### src/rtl/digest_phrase.sv
// 128-bit to 16-bit width converter: each accepted phrase streams out as eight
// words, least-significant word first, with valid/ready on both sides.
module digest_phrase (
  input  logic         clk_in,
  input  logic         rst_in,
  input  logic         valid_phrase,
  output logic         ready_phrase,
  input  logic [127:0] phrase_data,
  output logic         valid_word,
  input  logic         ready_word,
  output logic [15:0]  word
);

  logic [127:0] r_buf;
  logic [2:0]   r_idx;
  logic         r_full;

  logic w_last;
  logic w_phrase_xfer;
  logic w_word_xfer;

  assign w_last        = r_full && (r_idx == 3'd7);
  // The last word leaving this cycle frees the buffer, so a new phrase can land on the same edge.
  assign ready_phrase  = rst_in && (!r_full || (w_last && ready_word));
  assign w_phrase_xfer = valid_phrase && ready_phrase;
  assign w_word_xfer   = r_full && ready_word;

  always_ff @(posedge clk_in or negedge rst_in) begin
    if (!rst_in) begin
      r_buf  <= '0;
      r_idx  <= '0;
      r_full <= 1'b0;
    end else if (w_phrase_xfer) begin
      r_buf  <= phrase_data;
      r_idx  <= '0;
      r_full <= 1'b1;
    end else if (w_word_xfer) begin
      if (r_idx == 3'd7) begin
        r_full <= 1'b0;
        r_idx  <= '0;
      end else begin
        r_idx <= r_idx + 3'd1;
      end
    end
  end

  assign valid_word = r_full;
  assign word       = r_full ? r_buf[{r_idx, 4'b0000} +: 16] : 16'h0000;

endmodule

### config.mk
export PLATFORM = sky130hd
export DESIGN_NAME = digest_phrase
export DESIGN_NICKNAME = d
export VERILOG_FILES = /design/src/rtl/digest_phrase.sv
export SDC_FILE = /design/constraint.sdc
export NUM_CORES = 1
export LEC_CHECK = 0
export ABC_AREA = 0
export BUFFER_PORTS_ARGS = -buffer_cell sky130_fd_sc_hd__buf_2
export CORE_MARGIN = 5
export CORE_UTILIZATION = 30
export CTS_CLUSTER_DIAMETER = 60
export DETAILED_ROUTE_END_ITERATION = 8
export HOLD_SLACK_MARGIN = 0.02
export RECOVER_POWER = 100
export SYNTH_ARGS = -nofsm -noshare
export SYNTH_HDL_FRONTEND = slang
export SYNTH_SLANG_ARGS = --single-unit
### constraint.sdc
create_clock -name clk_in -period 2.4 [get_ports clk_in]
set_input_delay 0.48 -clock clk_in [delete_from_list [all_inputs] [get_ports clk_in]]
set_output_delay 0.48 -clock clk_in [all_outputs]
set_load 0.1 [all_outputs]
==> Implementation_results.wiki, run 1 <==
{| class="wikitable"
! Metric !! Value
|-
| Result of the run || complete, but fails checks
|-
| Violations in the final reports || negative setup slack
|-
| Die area || between 20,000 and 25,000 um2
|-
| Signal arrival time at the worst endpoint || 2.00 ns
|-
| Achievable clock frequency || roughly 400 MHz
|-
| Post-place setup slack || 0.04376 ns
|-
| Fraction of final layout cells sized beyond drive strength 1 || 0.6957
|-
| Clk buf depth || 2
|-
| # clock sinks || around 130
|-
| Number of routed nets with antenna violations || 0
|-
| Layout overhead on the synthesized area || 36.62%
|-
| Final GP Congestion || a little under 0.8
|-
| Wire length reported by the detailed router || about 17,000 um
|-
| IO buf count || 149
|-
| Total count of max-transition violations in the final report || 0
|-
| Chip width || between 150 and 200 um
|-
| First-iteration detailed-routing DRC count || 150
|-
| Wire length per cell after detailed routing || about 20 um
|-
| Minimum clock period || approximately 2.5 ns
|-
| Most common cell in the netlist || dfrtp_1
|-
| Static Leakage || slightly below 4 nW
|-
| Total design power || 15.36 mW
|-
| Worst endpoint required time || roughly 1.9 ns
|-
| Met3 Wirelength || slightly above 700 um
|-
| Num CTS Buffers || 17
|-
| Average vias per placed instance || around 4.6
|-
| Clock-pin slew reported for the worst setup and hold paths after clock tree synthesis || 0.06 ns
|-
| Number of flops mapped to enable cells by yosys || 0
|-
| Sequential-to-total area share from yosys stat || 0.5177
|-
| Type of element launching the critical path || register
|-
| Cell row count || 53
|-
| CTS tree || done
|-
| Length of routed wiring on met1 || 7781 um
|-
| Share of the clock period used by the worst path || 1.034
|-
| Number of nets in the layout || ~700
|-
| Placeable Area || ~21,000 um2
|-
| Critical path class || reg -> out
|-
| Cells after synthesis || just over 400
|-
| Clock latency at the later pin of the worst-skew pair || roughly 0.42 ns
|-
| Maximum level of the CTS H-tree || 4
|-
| Area of the mapped netlist || approximately 6400 um2
|-
| Cells taking the most area after synthesis || dfrtp_1 (52%), mux2_4 (20%), mux2_2 (10%)
|-
| Met2 wire len || ~8500 um
|-
| Unique masters post-synth || 21
|-
| RSZ-0062 raised after global routing || yes
|-
| Power per cell area || approximately 1800 nW/um2
|-
| Die Y-Extent || 155.8 um
|-
| Maximum vdd ir drop || approximately 700 uV
|-
| Antenna violations before repair || 0
|-
| Largest net degree at the start of global routing || 65
|-
| Highest Signal Layer || met4
|-
| Post-synthesis cell type with the largest combined area || dfrtp_1
|-
| Share of the synthesized area in the top cell type || 0.5177
|-
| Number of warnings reported in the yosys synthesis log || 0
|-
| Global-route total usage across every layer || 0.1472
|-
| Setup-violating endpoint count in the final report || 50
|-
| Ant diodes || 0
|-
| Post-DP HPWL || 13,170 um
|-
| Number of design rule violations left after detail routing || 0
|-
| Synth Flop Type || dfrtp_1
|-
| Commonest cells in the netlist || dfrtp_1 (132), mux2_4 (87), mux2_2 (57)
|-
| Via count of the first global-routing pass || between 4k and 5k
|-
| Starting utilization of the core area || 0.3045
|-
| Max Clock Skew || ~0.0084 ns
|-
| Remaining global-route overflow || 0
|-
| Maximum fanout along the worst path || 12
|-
| Worst setup margin || -0.08265 ns
|-
| Detailed Routing Iterations Pass 1 || 4
|-
| Root Buffer || clkbuf_16
|-
| Max_cap viols || 0
|-
| Sort of element at the end of the critical path || output pin
|-
| Path type of the worst min-delay path || in -> reg
|-
| Least-Margin Pin Slew || 1.207 ns
|-
| Boundary pin count || 150
|-
| Share of synthesized registers carrying an async set or reset || 1.000
|-
| Final sum of negative setup slack || -1.399 ns
|-
| First-pass GRT wire length || between 20,000 and 30,000 um
|-
| Relative slew slack || 0.1954
|-
| Post-synthesis sequential element count || between 100 and 150
|-
| Net count after synthesis || about 540
|-
| Post-synthesis area per instance || about 16 um2
|-
| Final count of hold timing violations || 0
|-
| Vias after detailed routing || just under 4k
|}
-- state kept, by name, summed over array words and instances (netlist names) --
register and count:
r_buf 128, r_idx 3, valid_word 1
-- worst max-delay path, stage by stage, from the launching register on --
cell,delay [ns]
dfrtp_1,0.43
buf_12,0.19
mux4_2,0.60
inv_2,0.10
a221oi_4,0.07
buf_12,0.18
-- path summary, 6_finish.rpt --
kind	from	endpoint	slack (ns)	cells past startpoint
max	r_idx[1]	word[4]	-0.08	5
min	phrase_data[54]	r_buf[54]	0.29	2
max reg2reg	r_idx[1]	r_buf[111]	-0.05	7
min reg2reg	r_buf[108]	r_buf[108]	0.50	1
max in group asynchronous	rst_in	valid_word	0.34	3
min in group asynchronous	rst_in	r_buf[22]	0.49	2
-- metrics by stage --
| step | area (um2) | hold slack [ns] | util | instances |
|---|---|---|---|---|
| floorplan | 6724 | 0.1844 | - | 404 |
| global placement | 8018 | 0.3541 | 0.3826 | 814 |
| detailed placement | 8018 | 0.3577 | 0.3826 | 814 |
| CTS | 8703 | 0.2650 | 0.4153 | 850 |
| global route | 8716 | 0.2679 | 0.4159 | 850 |
| finish | 8716 | 0.2888 | 0.4159 | 850 |
-- where the power goes --
part | leakage (nW) | internal [mW] | total [mW] | switching [mW]
logic | 2.03 | 4.02 | 8.71 | 4.70
registers | 1.58 | 3.35 | 4.04 | 0.685
clock network | 0.282 | 1.61 | 2.60 | 0.990
-- metal layers --
metal / GRT usage / vias to the layer above
li1: - / 1803
met1: 0.1925 / 2024
met2: 0.2443 / 93
met3: 0.03745 / 12
met4: 0.03877 / 0
met5: 0 / -
-- placed cells by master, fill, tap and decap left out, types with 2 or more instances in the layout --
cell type / n
buf_2: 130
dfrtp_1: 129
mux2_4: 87
mux2_2: 57
buf_12: 25
clkbuf_16: 17
mux2i_1: 16
mux4_2: 16
a221oi_4: 16
o21ai_1: 15
inv_2: 9
inv_4: 7
buf_4: 6
nand2_1: 4
clkinvlp_4: 4
nand3_1: 3
clkbuf_8: 3
a21oi_1: 2
nor2_1: 2
clkinv_4: 2
clkinv_2: 2
bufinv_16: 2
buf_6: 2
clkbuf_2: 2
dfrtp_2: 2
-- cells by family after synthesis --
family	count (synthesis)	synth area share
flip-flops	132	0.5177
AO/OA/AOI/OAI	35	0.03765
multiplexers	177	0.3885
AND/OR/NAND/NOR	13	0.009414
buffers and inverters	45	0.04275
adder cells (fa/ha/maj)	2	0.003922
-- timing repair --
action                                  in CTS  in global routing
hold endpoints to repair                    24                  0
hold buffers                                 1                  0
resized for setup                           27                  8
endpoints found under the setup margin      17                 17
buffers inserted                             3                  0
pin swaps                                    1                  1
-- layout make-up --
cell class / instances / area (um2)
Clock inverter: 11 / 126.4
Fill cell: 1941 / 12240
Tap cell: 275 / 344.1
Sequential cell: 132 / 3309
Inverter: 16 / 77.57
Multi-Input combinational cell: 227 / 3127
Clock buffer: 21 / 470.5
Timing Repair Buffer: 168 / 1261
Power figures use the tool's default switching activity.
==> inputs of run 2 (changes only) <==
REMOVE_ABC_BUFFERS = 1   (was unset)
==> Implementation_results.wiki, run 2 (synthesis results as in run 1) <==
{| class="wikitable"
! Metric !! Value
|-
| Critical path class || reg -> out
|-
| Average vias per placed instance || approximately 4.7
|-
| Placeable Area || about 21,000 um2
|-
| Largest register by flop count || r_buf
|-
| Num CTS Buffers || 17
|-
| Chip width || 155.8 um
|-
| Minimum clock period || 2.458 ns
|-
| Hold-fix buffer count after cts || 0
|-
| Clock latency at the later pin of the worst-skew pair || ~0.4 ns
|-
| Type of element launching the critical path || register
|-
| Number of nets in the layout || ~720
|-
| Cell type group with the largest total delay on the critical path || buffers and inverters
|-
| Clock-pin slew reported for the worst setup and hold paths after clock tree synthesis || around 0.06 ns
|-
| Length of routed wiring on met1 || about 7500 um
|-
| Peak per-stage delay on the critical path || about 0.52 ns
|-
| First-pass GRT wire length || 26,170 um
|-
| Antenna violations before repair || 1
|-
| Ant diodes || 0
|-
| Max Clock Skew || 0.01393 ns
|-
| Maximum vdd ir drop || 1174 uV
|-
| Register cell area after layout || between 3000 and 4000 um2
|-
| Portion of total power attributed to the clock network || 0.164
|-
| Largest net degree at the start of global routing || approximately 130
|-
| Met3 Wirelength || 903 um
|-
| Sort of element at the end of the critical path || output pin
|-
| Total count of max-transition violations in the final report || 134
|-
| Fraction of power spent switching nets || 0.4026
|-
| Violations in the final reports || max-capacitance violations, max-slew violations, negative setup slack
|-
| First-iteration detailed-routing DRC count || 133
|-
| Clk buf depth || 2
|-
| Detailed Routing Iterations Pass 1 || 4
|-
| Layout overhead on the synthesized area || 39.42%
|-
| Wire length reported by the detailed router || roughly 17,000 um
|-
| Highest Signal Layer || met5
|-
| # clock sinks || 132
|-
| Number of routed nets with antenna violations || 0
|-
| Sequential power share || 0.265
|-
| Path type of the worst min-delay path || in -> reg
|-
| Power per cell area || ~1700 nW/um2
|-
| Final sum of negative setup slack || -0.2880 ns
|-
| Maximum level of the CTS H-tree || 4
|-
| Setup-violating endpoint count in the final report || 12
|-
| Wire length per cell after detailed routing || ~19 um
|-
| Die Y-Extent || between 150 and 200 um
|-
| Root Buffer || clkbuf_16
|-
| Result of the run || complete, but fails checks
|-
| Least-Margin Pin Slew || 1.906 ns
|-
| Post-DP HPWL || 11,460 um
|-
| Vias after detailed routing || around 4.1k
|-
| Final count of hold timing violations || 0
|-
| Area of the multi-input gates || 3114 um2
|-
| Total net switching power || 6.123 mW
|-
| Number of design rule violations left after detail routing || 0
|-
| Maximum fanout along the worst path || 10
|-
| IO buf count || 149
|-
| Number of buffer and inverter instances along the worst setup path || 4
|-
| Final GP Congestion || 0.7926
|-
| Die area || 24,280 um2
|-
| Slowest cell on the critical path || mux4_2
|-
| Top cell by count, worst path || buf_12
|-
| Boundary pin count || 150
|-
| Largest register FFs || approximately 130
|-
| Cell row count || between 50 and 60
|-
| Signal arrival time at the worst endpoint || approximately 2 ns
|-
| Highest-count cells in the layout ignoring fill and taps || buf_2 (130), dfrtp_1 (129), mux2_4 (87), mux2_2 (57), buf_12 (26)
|-
| # fillers || 1,957
|-
| Achievable clock frequency || approximately 400 MHz
|-
| RSZ-0062 raised after global routing || yes
|-
| Total design power || between 15 and 20 mW
|-
| Fraction of final layout cells sized beyond drive strength 1 || 0.7102
|-
| Share of the clock period used by the worst path || 1.024
|-
| Worst setup margin || -0.05820 ns
|-
| Combinational share of power || 0.572
|-
| Max_cap viols || 1
|-
| Crit path cell chain || buf_12, mux4_2, inv_2, a221oi_2, buf_4, buf_12
|-
| Remaining global-route overflow || 0
|-
| Global-route total usage across every layer || 0.1398
|-
| Static Leakage || approximately 4.0 nW
|-
| Via count of the first global-routing pass || around 4.8k
|-
| Relative slew slack || -0.2708
|-
| Met2 wire len || between 8000 and 9000 um
|-
| Worst endpoint required time || approximately 1.9 ns
|-
| CTS tree || done
|-
| Starting utilization of the core area || 0.3045
|-
| Most frequent standard cell in the layout excluding fill and tap cells || buf_2
|-
| Cell internal pwr || 9.086 mW
|}
==> run 2: cell count changes in the layout (fill, tap and decap cells not counted), moves of 2 or more <==
cell      previous run  this run
buf_4                6        25
inv_4                7         0
inv_1                0         4
o21ai_2              0         4
a221oi_2             0         3
a221oi_4            16        13
inv_2                9        12
o21ai_1             15        12
buf_16               0         2
buf_6                2         4
clkinv_2             2         4
==> run 2: path summary, 6_finish.rpt <==
| check | from | end | slack [ns] | cells past startpoint |
|---|---|---|---|---|
| hold reg to reg | r_buf[108] | r_buf[108] | 0.50 | 1 |
| max in group asynchronous | rst_in | r_idx[0] | 0.32 | 2 |
| setup reg to reg | r_idx[1] | r_buf[81] | 0.23 | 8 |
| min in group asynchronous | rst_in | r_buf[24] | 0.61 | 2 |
| setup / recovery | r_idx[1] | word[3] | -0.06 | 6 |
| hold / removal | phrase_data[61] | r_buf[61] | 0.29 | 2 |
==> run 2: area by class of cell <==
class | count | area share
Sequential cell | 132 | 0.3718
Multi-Input combinational cell | 227 | 0.3501
Timing Repair Buffer | 190 | 0.1682
Clock buffer | 20 | 0.05247
Tap cell | 275 | 0.03868
Clock inverter | 12 | 0.01196
Inverter | 16 | 0.006752
==> run 2: through the flow <==
step                      setup slack [ns]  area, um2  hold slack, ns    util  std cells
after CTS                          -0.1038       8798          0.2291  0.4199        872
after floorplan                     -4.459       6167          0.1844       -        375
after detailed placement           -0.1596       7801          0.4919  0.3723        825
after global placement             -0.1336       7801          0.4842  0.3723        825
final                             -0.05820       8895          0.2900  0.4245        872
after global routing               -0.1455       8895          0.2738  0.4245        872
==> run 2: per-layer routing <==
metal / global-route usage / up-vias
met5: 0 / -
met4: 0.04043 / 2
met3: 0.03495 / 13
met2: 0.2281 / 113
met1: 0.1852 / 2081
li1: - / 1847
==> run 2: timing repair <==
action                     CTS  global route
resized for setup           56            26
pin swaps                   10             6
gates cloned                 2             0
setup buffers               13             0
setup endpoints to repair   17            17
==> run 2: power by group through the flow <==
stage               clock network, mW  registers (mW)  logic [mW]
finish                           2.49            4.03        8.70
global route                     2.67            4.17        9.09
CTS                              2.57            4.02        8.47
detailed placement                  0            4.04        7.51
global placement                    0            3.94        7.41
floorplan                           0            3.98        4.31
